[config.mk]
export PLATFORM = sky130hd
export DESIGN_NAME = vga_raster_gen_flat
export DESIGN_NICKNAME = d
export VERILOG_FILES = /design/src/rtl/video_timing_pkg.sv /design/src/rtl/vga_raster_gen_if.sv /design/src/rtl/vga_axis_counter.sv /design/src/rtl/vga_raster_gen.sv /design/src/flat_wrapper.sv
export SDC_FILE = /design/constraint.sdc
export NUM_CORES = 1
export LEC_CHECK = 0
export ABC_AREA = 1
export CAP_MARGIN = 5
export CORE_MARGIN = 1.5
export CORE_UTILIZATION = 45
export CTS_BUF_LIST = sky130_fd_sc_hd__clkbuf_2 sky130_fd_sc_hd__clkbuf_4 sky130_fd_sc_hd__clkbuf_8
export DETAILED_ROUTE_END_ITERATION = 16
export GPL_TIMING_DRIVEN = 0
export PLACE_DENSITY = 0.69
export SLEW_MARGIN = 10
export SYNTH_ARGS = -nofsm -noshare
export SYNTH_HDL_FRONTEND = slang
export SYNTH_SLANG_ARGS = --single-unit
[constraint.sdc]
create_clock -name clk_dot -period 3.16 [get_ports clk_dot]
set_input_delay 0.474 -clock clk_dot [delete_from_list [all_inputs] [get_ports clk_dot]]
set_output_delay 0.474 -clock clk_dot [all_outputs]
set_load 0.05 [all_outputs]
[src/rtl/video_timing_pkg.sv]
// Shared video timing constants, region type and helpers for the raster
// generator and its axis counters.
package video_timing_pkg;

    localparam int COORD_W   = 11;
    localparam int MAX_TOTAL = 2048;

    localparam logic SYNC_POS = 1'b1;
    localparam logic SYNC_NEG = 1'b0;

    // 800x600@60 on the 39.75 MHz PLL dot clock
    localparam int   SVGA_H_ACTIVE = 800;
    localparam int   SVGA_H_FP     = 40;
    localparam int   SVGA_H_SYNC   = 128;
    localparam int   SVGA_H_BP     = 88;
    localparam int   SVGA_V_ACTIVE = 600;
    localparam int   SVGA_V_FP     = 1;
    localparam int   SVGA_V_SYNC   = 4;
    localparam int   SVGA_V_BP     = 23;
    localparam logic SVGA_HS_POL   = SYNC_POS;
    localparam logic SVGA_VS_POL   = SYNC_POS;

    // 640x480@60 on a 25.175 MHz dot clock
    localparam int   VGA_H_ACTIVE  = 640;
    localparam int   VGA_H_FP      = 16;
    localparam int   VGA_H_SYNC    = 96;
    localparam int   VGA_H_BP      = 48;
    localparam int   VGA_V_ACTIVE  = 480;
    localparam int   VGA_V_FP      = 10;
    localparam int   VGA_V_SYNC    = 2;
    localparam int   VGA_V_BP      = 33;
    localparam logic VGA_HS_POL    = SYNC_NEG;
    localparam logic VGA_VS_POL    = SYNC_NEG;

    typedef enum logic [1:0] {
        REGION_ACTIVE,
        REGION_FRONT,
        REGION_SYNC,
        REGION_BACK
    } axis_region_t;

    function automatic int axis_total(input int active, input int fp,
                                      input int sync, input int bp);
        return active + fp + sync + bp;
    endfunction

    function automatic logic sync_level(input logic asserted, input logic pol);
        return asserted ? pol : ~pol;
    endfunction

endpackage

[src/rtl/vga_raster_gen_if.sv]
// Raster output bundle: timing strobes, syncs, coordinates and the line
// interrupt request, with the generator as master and the consumer as slave.
interface vga_raster_gen_if;

    logic [video_timing_pkg::COORD_W-1:0] irq_line;
    logic                                 vid_new_frame;
    logic                                 vid_new_line;
    logic                                 vid_active;
    logic                                 vga_hsync;
    logic                                 vga_vsync;
    logic [video_timing_pkg::COORD_W-1:0] pel_x;
    logic [video_timing_pkg::COORD_W-1:0] pel_y;
    logic                                 line_irq;
    logic [15:0]                          frame_cnt;

    modport master (
        input  irq_line,
        output vid_new_frame,
        output vid_new_line,
        output vid_active,
        output vga_hsync,
        output vga_vsync,
        output pel_x,
        output pel_y,
        output line_irq,
        output frame_cnt
    );

    modport slave (
        output irq_line,
        input  vid_new_frame,
        input  vid_new_line,
        input  vid_active,
        input  vga_hsync,
        input  vga_vsync,
        input  pel_x,
        input  pel_y,
        input  line_irq,
        input  frame_cnt
    );

endinterface

[src/rtl/vga_axis_counter.sv]
// One raster axis: a wrapping counter plus decode of which region
// (active / front porch / sync / back porch) the current count lies in.
module vga_axis_counter
    import video_timing_pkg::*;
#(
    parameter int ACTIVE = SVGA_H_ACTIVE,
    parameter int FP     = SVGA_H_FP,
    parameter int SYNC   = SVGA_H_SYNC,
    parameter int BP     = SVGA_H_BP,
    parameter int W      = COORD_W
) (
    input  logic         clk,
    input  logic         rst_n,
    input  logic         en,
    output logic [W-1:0] count,
    output logic         last,
    output axis_region_t region
);

    localparam int TOTAL = axis_total(ACTIVE, FP, SYNC, BP);

    localparam logic [W-1:0] LAST_COUNT  = W'(TOTAL - 1);
    localparam logic [W:0]   FRONT_START = (W+1)'(ACTIVE);
    localparam logic [W:0]   SYNC_START  = (W+1)'(ACTIVE + FP);
    localparam logic [W:0]   BACK_START  = (W+1)'(ACTIVE + FP + SYNC);

    // Region bounds may equal TOTAL when a porch is empty, so compare one bit wider.
    logic [W:0] count_ext;

    assign count_ext = {1'b0, count};
    assign last      = (count == LAST_COUNT);

    // Reset parks the counter on its final count so the first enabled edge wraps to 0.
    always_ff @(posedge clk or negedge rst_n) begin
        if (!rst_n) begin
            count <= LAST_COUNT;
        end else if (en) begin
            count <= last ? '0 : count + W'(1);
        end
    end

    always_comb begin
        region = REGION_BACK;
        if (count_ext < FRONT_START) begin
            region = REGION_ACTIVE;
        end else if (count_ext < SYNC_START) begin
            region = REGION_FRONT;
        end else if (count_ext < BACK_START) begin
            region = REGION_SYNC;
        end
    end

endmodule

[src/rtl/vga_raster_gen.sv]
// Video timing and raster stage: registered syncs, strobes, pixel coordinates,
// per-frame programmable line interrupt and completed-frame counter.
module vga_raster_gen
    import video_timing_pkg::*;
#(
    parameter int   H_ACTIVE = SVGA_H_ACTIVE,
    parameter int   H_FP     = SVGA_H_FP,
    parameter int   H_SYNC   = SVGA_H_SYNC,
    parameter int   H_BP     = SVGA_H_BP,
    parameter int   V_ACTIVE = SVGA_V_ACTIVE,
    parameter int   V_FP     = SVGA_V_FP,
    parameter int   V_SYNC   = SVGA_V_SYNC,
    parameter int   V_BP     = SVGA_V_BP,
    parameter logic HS_POL   = SVGA_HS_POL,
    parameter logic VS_POL   = SVGA_VS_POL
) (
    input  logic              clk_dot,
    input  logic              reset_n,
    vga_raster_gen_if.master  vid
);

    localparam int H_TOTAL = axis_total(H_ACTIVE, H_FP, H_SYNC, H_BP);
    localparam int V_TOTAL = axis_total(V_ACTIVE, V_FP, V_SYNC, V_BP);

    if (H_TOTAL > MAX_TOTAL || V_TOTAL > MAX_TOTAL) begin : g_total_check
        $fatal(1, "vga_raster_gen: H_TOTAL (%0d) and V_TOTAL (%0d) must not exceed %0d",
               H_TOTAL, V_TOTAL, MAX_TOTAL);
    end

    logic [COORD_W-1:0] h_count;
    logic [COORD_W-1:0] v_count;
    logic               h_last;
    logic               v_last;
    axis_region_t       h_region;
    axis_region_t       v_region;

    vga_axis_counter #(
        .ACTIVE (H_ACTIVE),
        .FP     (H_FP),
        .SYNC   (H_SYNC),
        .BP     (H_BP),
        .W      (COORD_W)
    ) u_h_axis (
        .clk    (clk_dot),
        .rst_n  (reset_n),
        .en     (1'b1),
        .count  (h_count),
        .last   (h_last),
        .region (h_region)
    );

    vga_axis_counter #(
        .ACTIVE (V_ACTIVE),
        .FP     (V_FP),
        .SYNC   (V_SYNC),
        .BP     (V_BP),
        .W      (COORD_W)
    ) u_v_axis (
        .clk    (clk_dot),
        .rst_n  (reset_n),
        .en     (h_last),
        .count  (v_count),
        .last   (v_last),
        .region (v_region)
    );

    logic               frame_end;
    logic               active_next;
    logic               irq_next;
    logic [COORD_W-1:0] shadow_q;
    logic               first_frame_done_q;

    logic               new_frame_q;
    logic               new_line_q;
    logic               active_q;
    logic               hsync_q;
    logic               vsync_q;
    logic [COORD_W-1:0] pel_x_q;
    logic [COORD_W-1:0] pel_y_q;
    logic               line_irq_q;
    logic [15:0]        frame_cnt_q;

    // At the frame boundary the freshly sampled irq_line is compared directly so
    // a request for line 0 lands on the same strobe that latches it.
    always_comb begin
        frame_end   = h_last && v_last;
        active_next = (h_region == REGION_ACTIVE) && (v_region == REGION_ACTIVE);
        irq_next    = 1'b0;
        if (frame_end) begin
            irq_next = (vid.irq_line == '0);
        end else if (h_last) begin
            irq_next = ((v_count + COORD_W'(1)) == shadow_q);
        end
    end

    // Every output is a registered decode of the counter state one clock earlier.
    always_ff @(posedge clk_dot or negedge reset_n) begin
        if (!reset_n) begin
            new_frame_q <= 1'b0;
            new_line_q  <= 1'b0;
            active_q    <= 1'b0;
            hsync_q     <= ~HS_POL;
            vsync_q     <= ~VS_POL;
            pel_x_q     <= '0;
            pel_y_q     <= '0;
            line_irq_q  <= 1'b0;
            shadow_q    <= '1;
        end else begin
            new_frame_q <= frame_end;
            new_line_q  <= h_last;
            active_q    <= active_next;
            hsync_q     <= sync_level(h_region == REGION_SYNC, HS_POL);
            vsync_q     <= sync_level(v_region == REGION_SYNC, VS_POL);
            pel_x_q     <= active_next ? h_count : '0;
            pel_y_q     <= v_count;
            line_irq_q  <= irq_next;
            if (frame_end) begin
                shadow_q <= vid.irq_line;
            end
        end
    end

    // The frame start right after reset is not a completed frame, so it only arms the count.
    always_ff @(posedge clk_dot or negedge reset_n) begin
        if (!reset_n) begin
            frame_cnt_q        <= '0;
            first_frame_done_q <= 1'b0;
        end else if (new_frame_q) begin
            first_frame_done_q <= 1'b1;
            if (first_frame_done_q) begin
                frame_cnt_q <= frame_cnt_q + 16'd1;
            end
        end
    end

    assign vid.vid_new_frame = new_frame_q;
    assign vid.vid_new_line  = new_line_q;
    assign vid.vid_active    = active_q;
    assign vid.vga_hsync     = hsync_q;
    assign vid.vga_vsync     = vsync_q;
    assign vid.pel_x         = pel_x_q;
    assign vid.pel_y         = pel_y_q;
    assign vid.line_irq      = line_irq_q;
    assign vid.frame_cnt     = frame_cnt_q;

endmodule

[src/flat_wrapper.sv]
// flat-port wrapper written by rule: the top's interface ports become plain ports
module vga_raster_gen_flat import video_timing_pkg::*;
#(
    parameter int   H_ACTIVE = SVGA_H_ACTIVE,
    parameter int   H_FP     = SVGA_H_FP,
    parameter int   H_SYNC   = SVGA_H_SYNC,
    parameter int   H_BP     = SVGA_H_BP,
    parameter int   V_ACTIVE = SVGA_V_ACTIVE,
    parameter int   V_FP     = SVGA_V_FP,
    parameter int   V_SYNC   = SVGA_V_SYNC,
    parameter int   V_BP     = SVGA_V_BP,
    parameter logic HS_POL   = SVGA_HS_POL,
    parameter logic VS_POL   = SVGA_VS_POL
)
  (clk_dot, reset_n, vid_irq_line, vid_vid_new_frame, vid_vid_new_line, vid_vid_active, vid_vga_hsync, vid_vga_vsync, vid_pel_x, vid_pel_y, vid_line_irq, vid_frame_cnt);
  vga_raster_gen_if vid_i ();
  input  logic clk_dot;
  input  logic reset_n;
  input wire logic [$bits(vid_i.irq_line)-1:0] vid_irq_line;
  output wire logic [$bits(vid_i.vid_new_frame)-1:0] vid_vid_new_frame;
  output wire logic [$bits(vid_i.vid_new_line)-1:0] vid_vid_new_line;
  output wire logic [$bits(vid_i.vid_active)-1:0] vid_vid_active;
  output wire logic [$bits(vid_i.vga_hsync)-1:0] vid_vga_hsync;
  output wire logic [$bits(vid_i.vga_vsync)-1:0] vid_vga_vsync;
  output wire logic [$bits(vid_i.pel_x)-1:0] vid_pel_x;
  output wire logic [$bits(vid_i.pel_y)-1:0] vid_pel_y;
  output wire logic [$bits(vid_i.line_irq)-1:0] vid_line_irq;
  output wire logic [$bits(vid_i.frame_cnt)-1:0] vid_frame_cnt;
  assign vid_i.irq_line = vid_irq_line;
  assign vid_vid_new_frame = vid_i.vid_new_frame;
  assign vid_vid_new_line = vid_i.vid_new_line;
  assign vid_vid_active = vid_i.vid_active;
  assign vid_vga_hsync = vid_i.vga_hsync;
  assign vid_vga_vsync = vid_i.vga_vsync;
  assign vid_pel_x = vid_i.pel_x;
  assign vid_pel_y = vid_i.pel_y;
  assign vid_line_irq = vid_i.line_irq;
  assign vid_frame_cnt = vid_i.frame_cnt;
  vga_raster_gen #(.H_ACTIVE(H_ACTIVE), .H_FP(H_FP), .H_SYNC(H_SYNC), .H_BP(H_BP), .V_ACTIVE(V_ACTIVE), .V_FP(V_FP), .V_SYNC(V_SYNC), .V_BP(V_BP), .HS_POL(HS_POL), .VS_POL(VS_POL)) u_core (.clk_dot(clk_dot), .reset_n(reset_n), .vid(vid_i));
endmodule
# == Yosys cells after proc, flatten, opt, wreduce, memory -nomap -nowiden ==
# Index checks and enable logic that the tools add are counted.
# word_totals
elab_cells,46
out_inout_bits,44
ff_bits,78
in_bits,13
# classes
reduce_logical,6
eq_ne,5
addsub,3
order_cmp,6
mux,13
# ops
operator,n
< comparator 11 x 10 -> 1 bit (second input constant),6
two-way mux 11 bit,3
adder 11 x 1 -> 11 bit (second input constant),2
adder 16 x 1 -> 16 bit (second input constant),1
equality test 11 x 10 -> 1 bit (second input constant),1
equality test 11 bit,1
equality test 11 bit (second input constant),1
logical NOT 11 bit,1
two-way mux 2 bit,4
two-way mux 1 bit,6
equality test 2 bit (second input constant),2
logical NOT 2 bit,2
logical AND 1 bit,2
AND reduction 2 bit,1

# == Longest topological paths before layout ==
# Gate-level depths: netlist of run 1.
# depth
depth_word,7
depth_mapped,12
mapped_depth_nobuf,12

# == By module ==
# Synthesis of run 1 repeated with hierarchy kept, for this count alone.
# hier_totals
cells_unflattened,477
hier_area_um2,3888.7
# modules_own_cells
mod,area_each_um2,cells_per_inst,instances,seq_area_each_um2
vga_raster_gen,2469.9,275,1,1415.1
vga_axis_counter at u_core.u_v_axis,719.4,106,1,282.8
vga_axis_counter at u_core.u_h_axis,699.4,96,1,282.8

# == Worst setup path after synthesis of run 1 ==
# OpenSTA, ideal clock, no wires.
# synth_path
path_type,flip-flop to flip-flop
from,register u_core.new_frame_q (netlist: u_core.vid.vid_new_frame)
to,register u_core.frame_cnt_q[14] (netlist: u_core.vid.frame_cnt[14])
setup_ps,82
path_slack_ps,1353
required_time_ps,3078
path_stages_with_launch,10
arrival_ps,1725
cell_sequence,dfrtp_1 -> nand2_1 -> inv_2 -> nand2_2 -> nor2_2 -> nand3_1 -> nor2_2 -> nand3_2 -> nor2_2 -> xor2_1
# synth_between
elab_chain_len,1
# synth_lines
element,line,rtl
from (decl),vga_raster_gen.sv:73,logic new_frame_q;
from (signal assigned),vga_raster_gen.sv:109,new_frame_q <= frame_end;
AND reduction 2 bit (no line),n/a,
to (signal assigned),vga_raster_gen.sv:131,frame_cnt_q <= frame_cnt_q + 16'd1;
to (decl),vga_raster_gen.sv:81,logic [15:0] frame_cnt_q;
# No other way between the ends.
# A chain may end at the register's enable or synchronous reset.

# == Worst setup path after layout of run 1 ==
# layout_path
from,register u_core.frame_cnt_q[9] (netlist: u_core.vid.frame_cnt[9])
to,output vid_frame_cnt[9]
# layout_rtl
element,line,rtl
to (decl),flat_wrapper.sv:28,output wire logic [$bits(vid_i.frame_cnt)-1:0] vid_frame_cnt;
# No word-level cell between the ends.

==> results of run 1 <==
-- per-layer routing --
| layer | global-route usage (%) | part of all wire (%) | vias to the layer above |
|---|---|---|---|
| met2 | 29.6 | 48 | 81 |
| met5 | 0 | 0 | - |
| met4 | 6.77 | 1.8 | 0 |
| li1 | - | - | 1318 |
| met3 | 4.46 | 5.4 | 11 |
| met1 | 21.5 | 45 | 1198 |
-- area by class of cell --
| type | count | area share, % |
|---|---|---|
| sequential | 78 | 45.0 |
| multi-input combinational | 246 | 29.2 |
| timing repair buffer | 57 | 13.3 |
| inverter | 49 | 4.29 |
| clock buffer | 10 | 2.98 |
| tap | 99 | 2.81 |
| clock inverter | 6 | 1.99 |
| buffer | 3 | 0.483 |
-- power by group through the flow --
| stage | clock [mW] | sequential, mW | combinational [mW] |
|---|---|---|---|
| finish | 0.816 | 1.00 | 0.0446 |
| global route | 0.881 | 1.00 | 0.0510 |
| CTS | 0.835 | 1.00 | 0.0469 |
| detailed placement | 0 | 1.02 | 0.0467 |
| global placement | 0 | 1.02 | 0.0421 |
| floorplan | 0 | 1.02 | 0.00217 |
-- cell families after synthesis --
family / synth area share (%)
AOI/OAI and AO/OA: 3.81
buffers and inverters: 6.05
muxes: 0.288
other: 0.108
DFF: 57.0
and+or+nand+nor: 25.3
xor gates and xnor gates: 6.44
adders and majority gates: 1.08
-- worst max-delay path by stage --
stage          cells after the start                  endpoint                      from
2_1_floorplan                      9  u_core.vid.frame_cnt[14]  u_core.vid.vid_new_frame
3_3_place_gp                       1       u_core.vid.line_irq                   reset_n
3_5_place_dp                       8       u_core.vid.line_irq  u_core.u_v_axis.count[0]
4_1_cts                            1          vid_frame_cnt[9]   u_core.vid.frame_cnt[9]
5_1_grt                            1          vid_frame_cnt[9]   u_core.vid.frame_cnt[9]
6_report                           1          vid_frame_cnt[9]   u_core.vid.frame_cnt[9]
-- registers in the layout, summed over array words and instances (netlist names) --
signal,flops
u_core.vid.vid_new_frame,1
u_core.vid.line_irq,1
u_core.vid.pel_y,11
u_core.shadow_q,11
u_core.vid.vid_new_line,1
u_core.u_h_axis.count,11
u_core.vid.vga_vsync,1
u_core.vid.frame_cnt,16
u_core.vid.vid_active,1
u_core.u_v_axis.count,11
u_core.first_frame_done_q,1
u_core.vid.pel_x,11
u_core.vid.vga_hsync,1
-- stage by stage --
stage	setup WS (ns)	utilization (%)	total power [mW]	instance area (um^2)
finish	1.06	59.8	1.86	4410
global route	0.993	59.8	1.93	4410
CTS	1.05	59.8	1.88	4410
detailed placement	1.24	56.8	1.07	4190
global placement	-0.982	56.5	1.06	4160
floorplan	1.35	-	1.02	3480
-- layout by cell type (no fill, tap or decap), types with 2 or more instances in the layout --
cell type / n
clkdlybuf4s50_1: 55
nor2_2: 4
xnor2_1: 4
nor2_1: 45
clkbuf_8: 9
xor2_1: 19
nand4_1: 5
nor3_1: 2
o21ai_1: 4
nand2_1: 97
o21ai_0: 5
nand3_1: 23
o22ai_1: 9
dfrtp_1: 55
nor4_1: 2
inv_4: 2
nor2_4: 3
inv_2: 4
a21oi_1: 2
dfstp_2: 23
ha_1: 3
bufinv_16: 2
nand2_2: 3
buf_2: 2
nor3_2: 2
clkinvlp_4: 3
nand3b_1: 4
inv_1: 43
-- cells in the mapped netlist (5+ instances only) --
cell | n | area [um^2]
inv_1 | 43 | 161
xor2_1 | 19 | 166
o21ai_0 | 5 | 25.0
nand2_1 | 97 | 364
nand4_1 | 5 | 31.3
o22ai_1 | 9 | 56.3
nor2_1 | 45 | 169
dfrtp_1 | 55 | 1380
nand3_1 | 23 | 115
dfstp_2 | 23 | 604
==> flow_summary.ini, run 1 <==
[clock_network]
clkLatencyLatePin_ns = 0.34
cts_setup_buffers = 0
ctsResizeCount = 0
holdBufCountCts = 0
cts_buffers = 9
clockRootBuffer = clkbuf_8
path_clk_slew_ns = 0.08
htree_levels = 3
cts_tree = yes
clockBufferDepth = 2
cts.sinks = 78

[timing]
rsz0062_at_grt = false
setup_viol_count_final = 0
slew_violations = 0
whs_ns = 0.0507
fmax_ghz = 0.476
tightest_slew_ns = 0.521
finalClockSkew_ns = 0.0114
hold_viol_final = 0
finalSetupTns_ns = 0
period_share_pct = 66.4
max_slew_margin_pct = 65.1
period_needed_ns = 2.10

[detailed_routing]
avgViaCountPerCell = 4.76
vias = 2608
wire_per_inst_um = 11.7
wl_um = 6420
final_antenna_net_count = 0
drc_errors = 0
first_pass_iters = 4
drtIter0Drc = 118

[power_and_ir_drop]
swShare_pct = 21.0
power_leakage_nw = 2.11
p_int_mw = 1.47
p_switching_uw = 391
combPwrFrac_pct = 2.4
power_density_nw_per_um2 = 423
power_frac_seq_pct = 53.8
ir_worst_vdd_uv = 217
clkPwrFrac_pct = 43.8

[placement]
place_congestion = 0.820
dp_cells = 532
port_buffers = 56
place_hpwl_um = 4600

[global_route]
grt_max_degree = 50
grt_pass1_vias = 2588
grt_overflow = 0
grt_pass1_wl_um = 11500
grt_util_all_layers_pct = 17.5
antenna_found_initial = 0

[final_layout]
drive_gt1_share_pct = 14.7
fin_cells = 548
final_nets = 460
num_antenna_cells = 0
multi_input_area_um2 = 1290
seqCellArea_um2 = 1980
syn_to_final_growth_pct = 26.7
fillers = 651

[critical_path]
crit_path_max_fanout = 5
crit_path_end_kind = output pin
cp.required_ns = 2.69
reg2reg_from = u_core.u_v_axis.count[0]
crit_slowest_cell = clkdlybuf4s50_1
ff2ff_setup_slack_ns = 1.25
crit_path_start_kind = flip-flop
crit_type = flip-flop to output pin
max_stage_delay_ns = 0.84
crit_buf_inv = 1
arrival_ns = 1.63
reg2regPathDepth = 7
cpLargestDelayFamily = buffers and inverters
timing.rr.end = u_core.u_v_axis.count[7]
cp_cell_sequence = clkdlybuf4s50_1

[synthesis]
yosysUniqueCellTypes = 35
ys.warnings.count = 0
synth-main-ff-cell = dfrtp_1
syn_area_um2 = 3480
ys_seq_area_share_pct = 57.0
synthArstFlopShare_pct = 100
synth_cells = 376
synth.avg_cell_area_um2 = 9.25
synth_seq_cells = 78
syn_nets = 392
synth_edf_count = 0

[floorplanning]
dieArea_um2 = 8260
coreArea_um2 = 7370
die_w_um = 90.9
start_util_pct = 47.2
die_y_um = 90.9
rows = 31
io_pins = 57

[outcome]
status = finished clean

[min_path]
hp-class = input pin to asynchronous set/reset pin

[flow_run]
max_cap_viol_count = 0
Power figures use the tool's default switching activity.
==> run 2: changes to the inputs <==
clock period = 2 ns   (was 3.16 ns; I/O delays follow)
==> run 2 against run 1 <==
Net effect: combinational power is 61% higher; critical path type unchanged; critical path depth stayed put; global-route usage stayed put; largest cell class unchanged; non-clock buffer count is 4 higher.
==> flow_summary.ini, run 2 (synthesized netlist as in run 1, its figures left out) <==
[outcome]
status = finished clean

[timing]
whs_ns = 0.418
finalClockSkew_ns = 0.0113
max_slew_margin_pct = 65.1
fmax_ghz = 0.520
rsz0062_at_grt = false
hold_viol_final = 0
tightest_slew_ns = 0.521
setup_viol_count_final = 0
period_share_pct = 96.1
period_needed_ns = 1.92
slew_violations = 0

[global_route]
grt_util_all_layers_pct = 17.5
grt_pass1_wl_um = 11500
antenna_found_initial = 0
grt_overflow = 0
grt_pass1_vias = 2596
grt_max_degree = 50

[power_and_ir_drop]
power_leakage_nw = 2.13
ir_worst_vdd_uv = 343
total_power_mw = 2.94
power_density_nw_per_um2 = 661

[floorplanning]
start_util_pct = 47.2
die_y_um = 90.9
rows = 31
dieArea_um2 = 8260
die_w_um = 90.9
coreArea_um2 = 7370
io_pins = 57

[critical_path]
arrival_ns = 1.62
cp.required_ns = 1.70
cp_cell_sequence = clkdlybuf4s50_1
max_stage_delay_ns = 0.84
crit_path_max_fanout = 5
cpLargestDelayFamily = buffers and inverters
crit_slowest_cell = clkdlybuf4s50_1
crit_type = flip-flop to output pin
crit_buf_inv = 1
critPathLaunch = u_core.vid.frame_cnt[8]
crit_path_start_kind = flip-flop
crit_path_end_kind = output pin
reg2reg_from = u_core.u_h_axis.count[0]

[detailed_routing]
wire_per_inst_um = 11.7
avgViaCountPerCell = 4.70
vias = 2595
drtIter0Drc = 117
final_antenna_net_count = 0
first_pass_iters = 5
wl_um = 6450
drc_errors = 0

[clock_network]
clockRootBuffer = clkbuf_8
cts_buffers = 9
cts.sinks = 78
clockBufferDepth = 2
htree_levels = 3
path_clk_slew_ns = 0.08
cts_tree = yes
clkLatencyLatePin_ns = 0.34

[placement]
place_congestion = 0.820
dp_cells = 532
place_hpwl_um = 4600
port_buffers = 56

[final_layout]
fin_cells = 552
syn_to_final_growth_pct = 27.9
largest_reg_flops = 16
drive_gt1_share_pct = 15.9
utilization_pct = 60.4
most-common-layout-cells = nand2_1, clkdlybuf4s50_1, dfrtp_1
num_antenna_cells = 0
final_nets = 464
layout_commonest_cell = nand2_1

[flow_run]
max_cap_viol_count = 0

[min_path]
hp-class = input pin to asynchronous set/reset pin
[run 2: cell types whose count changed in the layout (fill, tap and decap cells not counted)]
cell,delta
ha_1,-2
clkbuf_4,+1
buf_2,-1
ha_2,+2
nor2_2,+1
dlygate4sd3_1,+1
buf_4,+3
nor2_1,-1
[run 2: through the flow]
step / TNS (ns) / setup slack (ns) / cell area (um^2)
floorplan: 0 / 0.193 / 3480
global placement: -133.18 / -1.97 / 4160
detailed placement: 0 / 0.0836 / 4190
CTS: 0 / 0.0608 / 4420
global route: 0 / 0.00662 / 4450
finish: 0 / 0.0774 / 4450
[run 2: path summary, 6_finish.rpt]
| check | end | slack [ns] | depth (start not counted) |
|---|---|---|---|
| setup / recovery | vid_frame_cnt[8] | 0.08 | 1 |
| hold / removal | u_core.vid.frame_cnt[10] | 0.42 | 2 |
| setup reg to reg | u_core.vid.line_irq | 0.16 | 11 |
| hold reg to reg | u_core.vid.pel_y[4] | 0.42 | 0 |
| max in group asynchronous | u_core.shadow_q[7] | 0.95 | 3 |
| min in group clk_dot | u_core.vid.pel_y[4] | 0.42 | 0 |
[run 2: final cells by class]
cell class / count / area, um^2
fill: 644 / 2920
sequential: 78 / 1980
multi-input combinational: 246 / 1290
timing repair buffer: 61 / 618
inverter: 49 / 189
clock buffer: 10 / 131
tap: 99 / 124
clock inverter: 6 / 87.6
buffer: 3 / 23.8
[run 2: layer usage]
layer	wire length (um)	track usage [%]
met5	0	0
met3	321	4.46
met2	3030	29.7
met4	114	6.77
met1	2980	21.4
[run 2: timing repair]
item                       4_1_cts  5_1_grt
resized for setup                0        4
setup buffers                    0        3
hold endpoints to repair        20        0
hold buffers                     1        0
setup endpoints to repair        0        6
[run 2: power by group]
group	internal (mW)	total, mW	switching, mW
Sequential	1.58	1.58	0.000778
Combinational	0.0304	0.0720	0.0416
Clock	0.714	1.29	0.574
